`src/rtl/bp_dyn_pkg.sv`:
```
// Shared types and counter-initialisation helpers for the lc3b dynamic branch predictor.
package bp_dyn_pkg;

   typedef logic [15:0] lc3b_word;

   // Per-cycle performance-counter increment events.
   typedef struct packed {
      logic hit_evt;
      logic mispredict_evt;
   } bp_stat_t;

   // Weakly-not-taken: MSB clear, lower bits set (0 for a 1-bit counter).
   function automatic logic [3:0] ctr_init_weak_nt(input int w);
      return 4'((1 << (w - 1)) - 1);
   endfunction

   // Weakly-taken: MSB set, lower bits clear.
   function automatic logic [3:0] ctr_init_weak_t(input int w);
      return 4'(1 << (w - 1));
   endfunction

endpackage

```
`src/rtl/bp_dyn_sat_ctr.sv`:
```
// Saturating up/down counter next-value logic; inc wins if both are raised.
module bp_sat_ctr #(
   parameter int W = 2
) (
   input  logic [W-1:0] cur_i,
   input  logic         inc_i,
   input  logic         dec_i,
   output logic [W-1:0] next_o
);

   always_comb begin
      next_o = cur_i;
      if (inc_i && (cur_i != {W{1'b1}})) begin
         next_o = cur_i + W'(1);
      end else if (!inc_i && dec_i && (cur_i != {W{1'b0}})) begin
         next_o = cur_i - W'(1);
      end
   end

endmodule

```
`src/rtl/bp_dyn.sv`:
```
// Direct-mapped dynamic branch predictor: same-cycle lookup, training from the
// resolving stage, mispredict/redirect generation and saturating stat counters.
module bp_dyn
   import bp_dyn_pkg::*;
#(
   parameter int INDEX_BITS = 4,
   parameter int CTR_BITS   = 2,
   parameter int STAT_BITS  = 16
) (
   input  logic                 clk,
   input  logic                 rst_n,
   input  lc3b_word             if_pc,
   input  logic                 if_is_branch,
   output logic                 pred_taken,
   output lc3b_word             pred_target,
   input  logic                 res_valid,
   input  lc3b_word             res_pc,
   input  logic                 res_taken,
   input  lc3b_word             res_target,
   input  logic                 res_pred_taken,
   input  lc3b_word             res_pred_target,
   output logic                 mispredict,
   output lc3b_word             redirect_pc,
   output logic [STAT_BITS-1:0] stat_hits,
   output logic [STAT_BITS-1:0] stat_mispredicts
);

   localparam int ENTRIES = 1 << INDEX_BITS;
   localparam int TAG_W   = 15 - INDEX_BITS;
   localparam logic [3:0] CTR_WNT_ALL = ctr_init_weak_nt(CTR_BITS);
   localparam logic [3:0] CTR_WT_ALL  = ctr_init_weak_t(CTR_BITS);
   localparam logic [CTR_BITS-1:0] CTR_WNT = CTR_WNT_ALL[CTR_BITS-1:0];
   localparam logic [CTR_BITS-1:0] CTR_WT  = CTR_WT_ALL[CTR_BITS-1:0];

   typedef struct packed {
      logic                valid;
      logic [TAG_W-1:0]    tag;
      lc3b_word            target;
      logic [CTR_BITS-1:0] ctr;
   } entry_t;

   localparam entry_t ENTRY_RST = '{valid: 1'b0, tag: '0, target: '0, ctr: CTR_WNT};

   entry_t                 table_q [ENTRIES];
   entry_t                 entry_d;
   logic                   write_en;
   logic [STAT_BITS-1:0]   stat_hits_q, stat_hits_d;
   logic [STAT_BITS-1:0]   stat_mis_q, stat_mis_d;
   bp_stat_t               stat_evt;

   logic [INDEX_BITS-1:0]  if_idx, res_idx;
   logic [TAG_W-1:0]       if_tag, res_tag;
   entry_t                 if_entry, res_entry;
   logic                   if_hit, res_hit;
   logic [CTR_BITS-1:0]    ctr_next;
   logic                   unused_pc_lsb;

   assign unused_pc_lsb = ^{if_pc[0], res_pc[0]};

   // Lookup: reads pre-update table state, so there is no same-cycle bypass.
   assign if_idx      = if_pc[INDEX_BITS:1];
   assign if_tag      = if_pc[15:INDEX_BITS+1];
   assign if_entry    = table_q[if_idx];
   assign if_hit      = if_is_branch & if_entry.valid & (if_entry.tag == if_tag);
   assign pred_taken  = rst_n & if_hit & if_entry.ctr[CTR_BITS-1];
   assign pred_target = pred_taken ? if_entry.target : 16'h0000;

   assign mispredict  = res_valid & ((res_taken != res_pred_taken) |
                        (res_taken & res_pred_taken & (res_target != res_pred_target)));
   assign redirect_pc = res_taken ? res_target : res_pc + 16'd2;

   assign res_idx   = res_pc[INDEX_BITS:1];
   assign res_tag   = res_pc[15:INDEX_BITS+1];
   assign res_entry = table_q[res_idx];
   assign res_hit   = res_entry.valid & (res_entry.tag == res_tag);

   bp_sat_ctr #(.W(CTR_BITS)) u_sat_ctr (
      .cur_i  (res_entry.ctr),
      .inc_i  (res_taken),
      .dec_i  (~res_taken),
      .next_o (ctr_next)
   );

   always_comb begin
      entry_d  = res_entry;
      write_en = 1'b0;
      if (res_valid) begin
         if (res_hit) begin
            write_en       = 1'b1;
            entry_d.ctr    = ctr_next;
            entry_d.target = res_taken ? res_target : res_entry.target;
         end else if (res_taken) begin
            write_en = 1'b1;
            entry_d  = '{valid: 1'b1, tag: res_tag, target: res_target, ctr: CTR_WT};
         end
      end
   end

   assign stat_evt.hit_evt        = pred_taken;
   assign stat_evt.mispredict_evt = mispredict;

   always_comb begin
      stat_hits_d = stat_hits_q;
      stat_mis_d  = stat_mis_q;
      if (stat_evt.hit_evt && (stat_hits_q != {STAT_BITS{1'b1}})) begin
         stat_hits_d = stat_hits_q + STAT_BITS'(1);
      end
      if (stat_evt.mispredict_evt && (stat_mis_q != {STAT_BITS{1'b1}})) begin
         stat_mis_d = stat_mis_q + STAT_BITS'(1);
      end
   end

   always_ff @(posedge clk) begin
      if (!rst_n) begin
         for (int i = 0; i < ENTRIES; i++) begin
            table_q[i] <= ENTRY_RST;
         end
         stat_hits_q <= '0;
         stat_mis_q  <= '0;
      end else begin
         if (write_en) begin
            table_q[res_idx] <= entry_d;
         end
         stat_hits_q <= stat_hits_d;
         stat_mis_q  <= stat_mis_d;
      end
   end

   assign stat_hits        = stat_hits_q;
   assign stat_mispredicts = stat_mis_q;

endmodule

```
`config.mk`:
```
export PLATFORM = sky130hd
export DESIGN_NAME = bp_dyn
export DESIGN_NICKNAME = d
export VERILOG_FILES = /design/src/rtl/bp_dyn_pkg.sv /design/src/rtl/bp_dyn_sat_ctr.sv /design/src/rtl/bp_dyn.sv
export SDC_FILE = /design/constraint.sdc
export NUM_CORES = 1
export LEC_CHECK = 0
export ABC_CLOCK_PERIOD_IN_PS = 8100
export CAP_MARGIN = 30
export CORE_ASPECT_RATIO = 1.75
export CORE_MARGIN = 2
export CORE_UTILIZATION = 38
export CTS_BUF_LIST = sky130_fd_sc_hd__clkbuf_8
export DETAILED_ROUTE_END_ITERATION = 8
export PLACE_DENSITY_LB_ADDON = 0.1
export RECOVER_POWER = 50
export SLEW_MARGIN = 25
export SYNTH_ARGS = -nofsm -noshare
export SYNTH_HDL_FRONTEND = slang
export SYNTH_SLANG_ARGS = --single-unit
```
`constraint.sdc`:
```
create_clock -name clk -period 8.1 [get_ports clk]
set_input_delay 1.62 -clock clk [delete_from_list [all_inputs] [get_ports clk]]
set_output_delay 1.62 -clock clk [all_outputs]
set_load 0.02 [all_outputs]
```
After elaboration in Yosys (flattened, before gate mapping) --
Memories as Yosys holds them, arrays and structs flattened. Cells that the tools add are included.
Storage, ports and cells: RAM bits 480, register bits 32, input port bits 70, memories kept 1
Cells by class: reductions and logical operators 8, muxes and demuxes 19, bitwise operators 10, equal/unequal tests 7, add/sub/neg operators 5
Memory list:
- table_q | words 16, bits a word 30, rd ports 2, clocked after Yosys merged registers in 0, wr ports 16, line bp_dyn.sv:44 | entry_t table_q [ENTRIES];
Operator list (count):
- 30-bit 2-to-1 mux | 3
- 16-bit 2-to-1 mux | 3
- 16-bit by 1-bit adder with 16-bit output (second input constant) | 2
- 16-bit inequality test (second input constant) | 2
- 30-bit OR reduction | 1
- 11-bit == test | 2
- 18-bit 2-to-1 mux | 1
- 16-bit by 2-bit adder with 16-bit output (second input constant) | 1
- 16-bit inequality test | 1
- 12-bit 2-to-1 mux | 1
- 1-bit AND | 8
- 1-bit 2-to-1 mux | 8
- 1-bit logical AND | 5
- 2-bit 2-to-1 mux | 2
- 4-bit 2-to-1 mux | 1
- 2-bit by 1-bit adder with 2-bit output (second input constant) | 1
- 2-bit inequality test (second input constant) | 1
- 2-bit nonzero test | 1
- 2-bit by 1-bit subtractor with 2-bit output (second input constant) | 1
- 1-bit zero test | 1
- 1-bit inequality test | 1
- 1-bit NOT | 1
- 1-bit bitwise OR | 1

Logic depth before layout (Yosys ltp) --
An unclocked memory read counts as a cell.
depth after elaboration 10, mapped depth 15

By module --
Synthesis repeated with hierarchy kept, for this count alone.
Second synthesis, totals: cells, all modules 2033, area, all modules 27730.3 sq um
By module, submodules not included:
- bp_dyn | seq. area each 15054.4 sq um, area an instance 27626.5 sq um, cells each 2022, instances 1
- bp_sat_ctr | seq. area each 0.0 sq um, area an instance 103.8 sq um, cells each 11, instances 1

Worst setup path before layout --
Ideal clock, no wire load.
path type input to output, start point input if_pc[1], end point output pred_target[10], stages on the path 11, arrival time 4.625 ns, path buffers 3, required time 6.480 ns, slack 1.855 ns, cells stage by stage buf_2 -> buf_2 -> mux4_2 -> mux2i_1 -> xor2_1 -> a31oi_1 -> a2111oi_1 -> nand4_1 -> inv_1 -> clkbuf_1 -> and2_1
Between the ends: word-level cells in the longest chain between the ends 6, elaborated cells between the ends (all ways) 7
RTL lines:
- start: declaration | line bp_dyn.sv:12 | input lc3b_word if_pc,
- memory read 16 x 30 bit *
- 11-bit == test or 1-bit AND (tied branches) | line bp_dyn.sv:64 | assign if_hit = if_is_branch & if_entry.valid & (if_entry.tag == if_tag);
- 1-bit AND | line bp_dyn.sv:64
- 1-bit AND | line bp_dyn.sv:65 | assign pred_taken = rst_n & if_hit & if_entry.ctr[CTR_BITS-1];
- 1-bit AND * | line bp_dyn.sv:65
- named net pred_taken | line bp_dyn.sv:14 | output logic pred_taken,
- 16-bit 2-to-1 mux * | line bp_dyn.sv:66 | assign pred_target = pred_taken ? if_entry.target : 16'h0000;
- end: declaration | line bp_dyn.sv:15 | output lc3b_word pred_target,
Mark *: on every way through the listed nets, which the timed path passes. The rest lies on a longest branch.

Worst setup path after layout --
start point input if_pc[4], end point output pred_target[0]
Between the ends: word-level cells in the longest chain between the ends 6, elaborated cells between the ends (all ways) 7
RTL lines (line):
- memory read 16 x 30 bit *
- 11-bit == test or 1-bit AND (tied branches) | bp_dyn.sv:64
- 1-bit AND | bp_dyn.sv:64
- 1-bit AND (2 in series) | bp_dyn.sv:65
- 16-bit 2-to-1 mux * | bp_dyn.sv:66
Mark *: on every way between the ends. The rest lies on a longest branch, timed or not.

==> summary.txt <==
Synth unique cells -> 71
Via Count -> 18813
Std cell rows -> 130
Pwr Density -> 189 nW/um^2
Cell-internal power -> 4.31 mW
EDFF count, synth -> 480
Hold buffers post-CTS -> 0
Max Transition Viols Final -> 71
CTS sink cnt -> 512
Comb pwr share -> 14.5%
Hold Path Depth -> 2
Max FO, Critical Path -> 14
Max-slew headroom -> -35.6%
Die Area -> 74700 um^2
Post-detail-place hpwl -> 61.5 mm
Root Buffer -> clkbuf_8
Fin crit share -> 94.6%
Layout cell share with drive strength beyond 1 -> 23.2%
Post-Syn Area -> 27500 um^2
Syn_nets -> 2098
IO Count -> 136
Worst slew pin tran -> 2.03 ns
Sequential element share of the synthesized area -> 54.7%
Status -> finished, violations left
Layout area overhead -> 13.9%
Placed Instances -> 2975
Post-CTS setup repair buffer count -> 0
Initial drt markers -> 1708
WHS -> 0.525 ns
Crit path capture type -> output pin
Gr ovfl total -> 0
Hold Crit Class -> reg -> reg
CTS H-tree lvls -> 3
Most frequent cells in the layout -> 480 x nor2_1, 480 x edfxtp_1, 252 x mux4_2
Pre-CTS setup slack -> 0.723 ns
Number of global-route vias before repair -> 19779
Main synth FF type -> edfxtp_1
Antenna violations before repair -> 1
Final hold violations -> 0
Post-DRT Antenna Nets -> 0
LEAKAGE -> 11.0 nW
Sequential share of power -> 51.0%
Yosys top cell area share -> 52.3%
CTS tree -> done
Synth async-reset ratio -> 0%
Worst VDD drop -> 0.102 mV
Required time worst endpoint -> 6.48 ns
WL final -> 101 mm
Min cycle time layout -> 7.66 ns
Port-buffer cells -> 134
Die Y -> 360 um
Psw -> 1.63 mW
Core area -> 71700 um^2
# Max-Cap Violations -> 2
Placer congestion estimate -> 0.865
Resized Gates After CTS -> 0
Final setup TNS -> 0 ns
Setup ws final -> 0.439 ns
Count of final setup violators -> 0
Failing checks -> capacitance limit, slew limit
Synth Warn # -> 0
Sw Share -> 27.4%
Longest Clk Path Bufs -> 3
Critical path class -> in -> out
Top cell type by total area after synthesis -> edfxtp_1
Initial core utilization -> 38.4%
Seq cells post-synth -> 512
Cell count of the worst reg-to-reg path -> 9
RSZ-0062 raised after global routing -> no
Synth area leaders -> edfxtp_1 52%, mux4_2 21%, nor2_1 6.5%
Drt pass-1 iters -> 6
Non-filler instance count after layout -> 3116
Clock skew -> 0.0327 ns
Global-route wire length before repair -> 143 mm
Num CTS Buffers -> 81
Fmax -> 0.131 GHz
Worst-skew pair later-pin latency -> 0.71 ns
WP data arrival -> 6.04 ns
Tot GR Track Use -> 27.1%
Final nets -> 2214
Drc violations -> 0
Pin count of the biggest net entering global routing -> 57
Routed wire per std cell -> 32.3 um
Die span in x -> 208 um
DR vias/cell -> 6.04
Clk pwr share -> 34.5%
Synth Area per Inst -> 13.6 um^2
Cells after Synth -> 2019
Clock transition at path regs -> 0.06 ns
CP Launch Type -> primary input
[critical path: stages]
cell and delay, ns:
buf_2 0.42, clkinv_1 0.62, mux4_2 0.66, xnor2_1 0.14, inv_1 0.15, nor4_1 0.57, nand4_1 0.30, inv_1 0.16
clkbuf_1 0.53, and2_1 0.23, clkdlybuf4s50_1 0.60
[cells by family after synthesis]
kind of cell | share of synthesized area (%)
and+or+nand+nor | 11.6
DFF | 54.7
AOI/OAI and AO/OA | 3.01
adders and majority gates | 0.409
xor gates and xnor gates | 2.32
muxes | 24.1
buffers and inverters | 3.96
[flip-flops by register name, summed over array words and instances, names as in the netlist]
register	flops
stat_hits	16
table_q	480
stat_mispredicts	16
[area by class of cell]
type / instances / area (um^2)
well taps: 924 / 1160
flip-flops and latches: 512 / 15100
clock buffers: 83 / 1140
repair buffers: 225 / 2120
multi-input cells: 1275 / 11500
clock inverters: 56 / 280
diodes: 1 / 2.50
inverters: 40 / 150
fillers: 6632 / 40400
[worst paths after layout]
kind / start / to / slack, ns
worst max register to register: table_q[7][20] / table_q[5][0] / 3.25
worst min-delay path: stat_hits[5] / stat_hits[5] / 0.52
worst min register to register: stat_hits[5] / stat_hits[5] / 0.52
worst max-delay path: if_pc[4] / pred_target[0] / 0.44
[power by group through the flow]
| stage | sequential [mW] | clock [mW] | combinational (mW) |
|---|---|---|---|
| after global placement | 3.07 | 0 | 0.857 |
| final | 3.03 | 2.05 | 0.859 |
| after CTS | 3.03 | 2.11 | 0.866 |
| after floorplan | 3.07 | 0 | 0.526 |
| after global routing | 3.04 | 2.21 | 0.906 |
| after detailed placement | 3.08 | 0 | 0.864 |
[synth_stat cells (5+ instances only)]
library cell  number
o31ai_1            5
nand4_1           13
a22oi_1           10
nor4_1             9
dfxtp_1           32
and3_1             9
mux4_2           252
buf_6             11
nor3_1            14
nor2_1           480
ha_1               9
nand3_1           37
clkbuf_1          83
nand2_1           75
or3_1             24
inv_1             34
nand3b_1          13
and2_1            19
o21ai_0           34
edfxtp_1         480
buf_1             16
mux2_2            10
nor2b_1            7
mux2i_1           81
inv_2              5
a21oi_1           27
xnor2_1           38
buf_2             77
or4_1              5
xor2_1            35
[layer usage]
metal | part of all wire, % | global-route usage, % | up-vias
li1 | - | - | 7881
met1 | 36 | 31.6 | 9819
met4 | 5.0 | 13.0 | 0
met3 | 7.2 | 5.12 | 248
met2 | 52 | 47.9 | 865
met5 | 0 | 0 | -
[per-stage QoR]
step | instance area (um^2) | power, mW | utilization, %
6_report | 31400 | 5.94 | 43.7
3_3_place_gp | 30000 | 3.93 | 41.8
4_1_cts | 31400 | 6.00 | 43.8
5_1_grt | 31400 | 6.15 | 43.7
2_1_floorplan | 27500 | 3.59 | -
3_5_place_dp | 30000 | 3.95 | 41.8
Note: power is estimated with default switching activity, not from simulation.
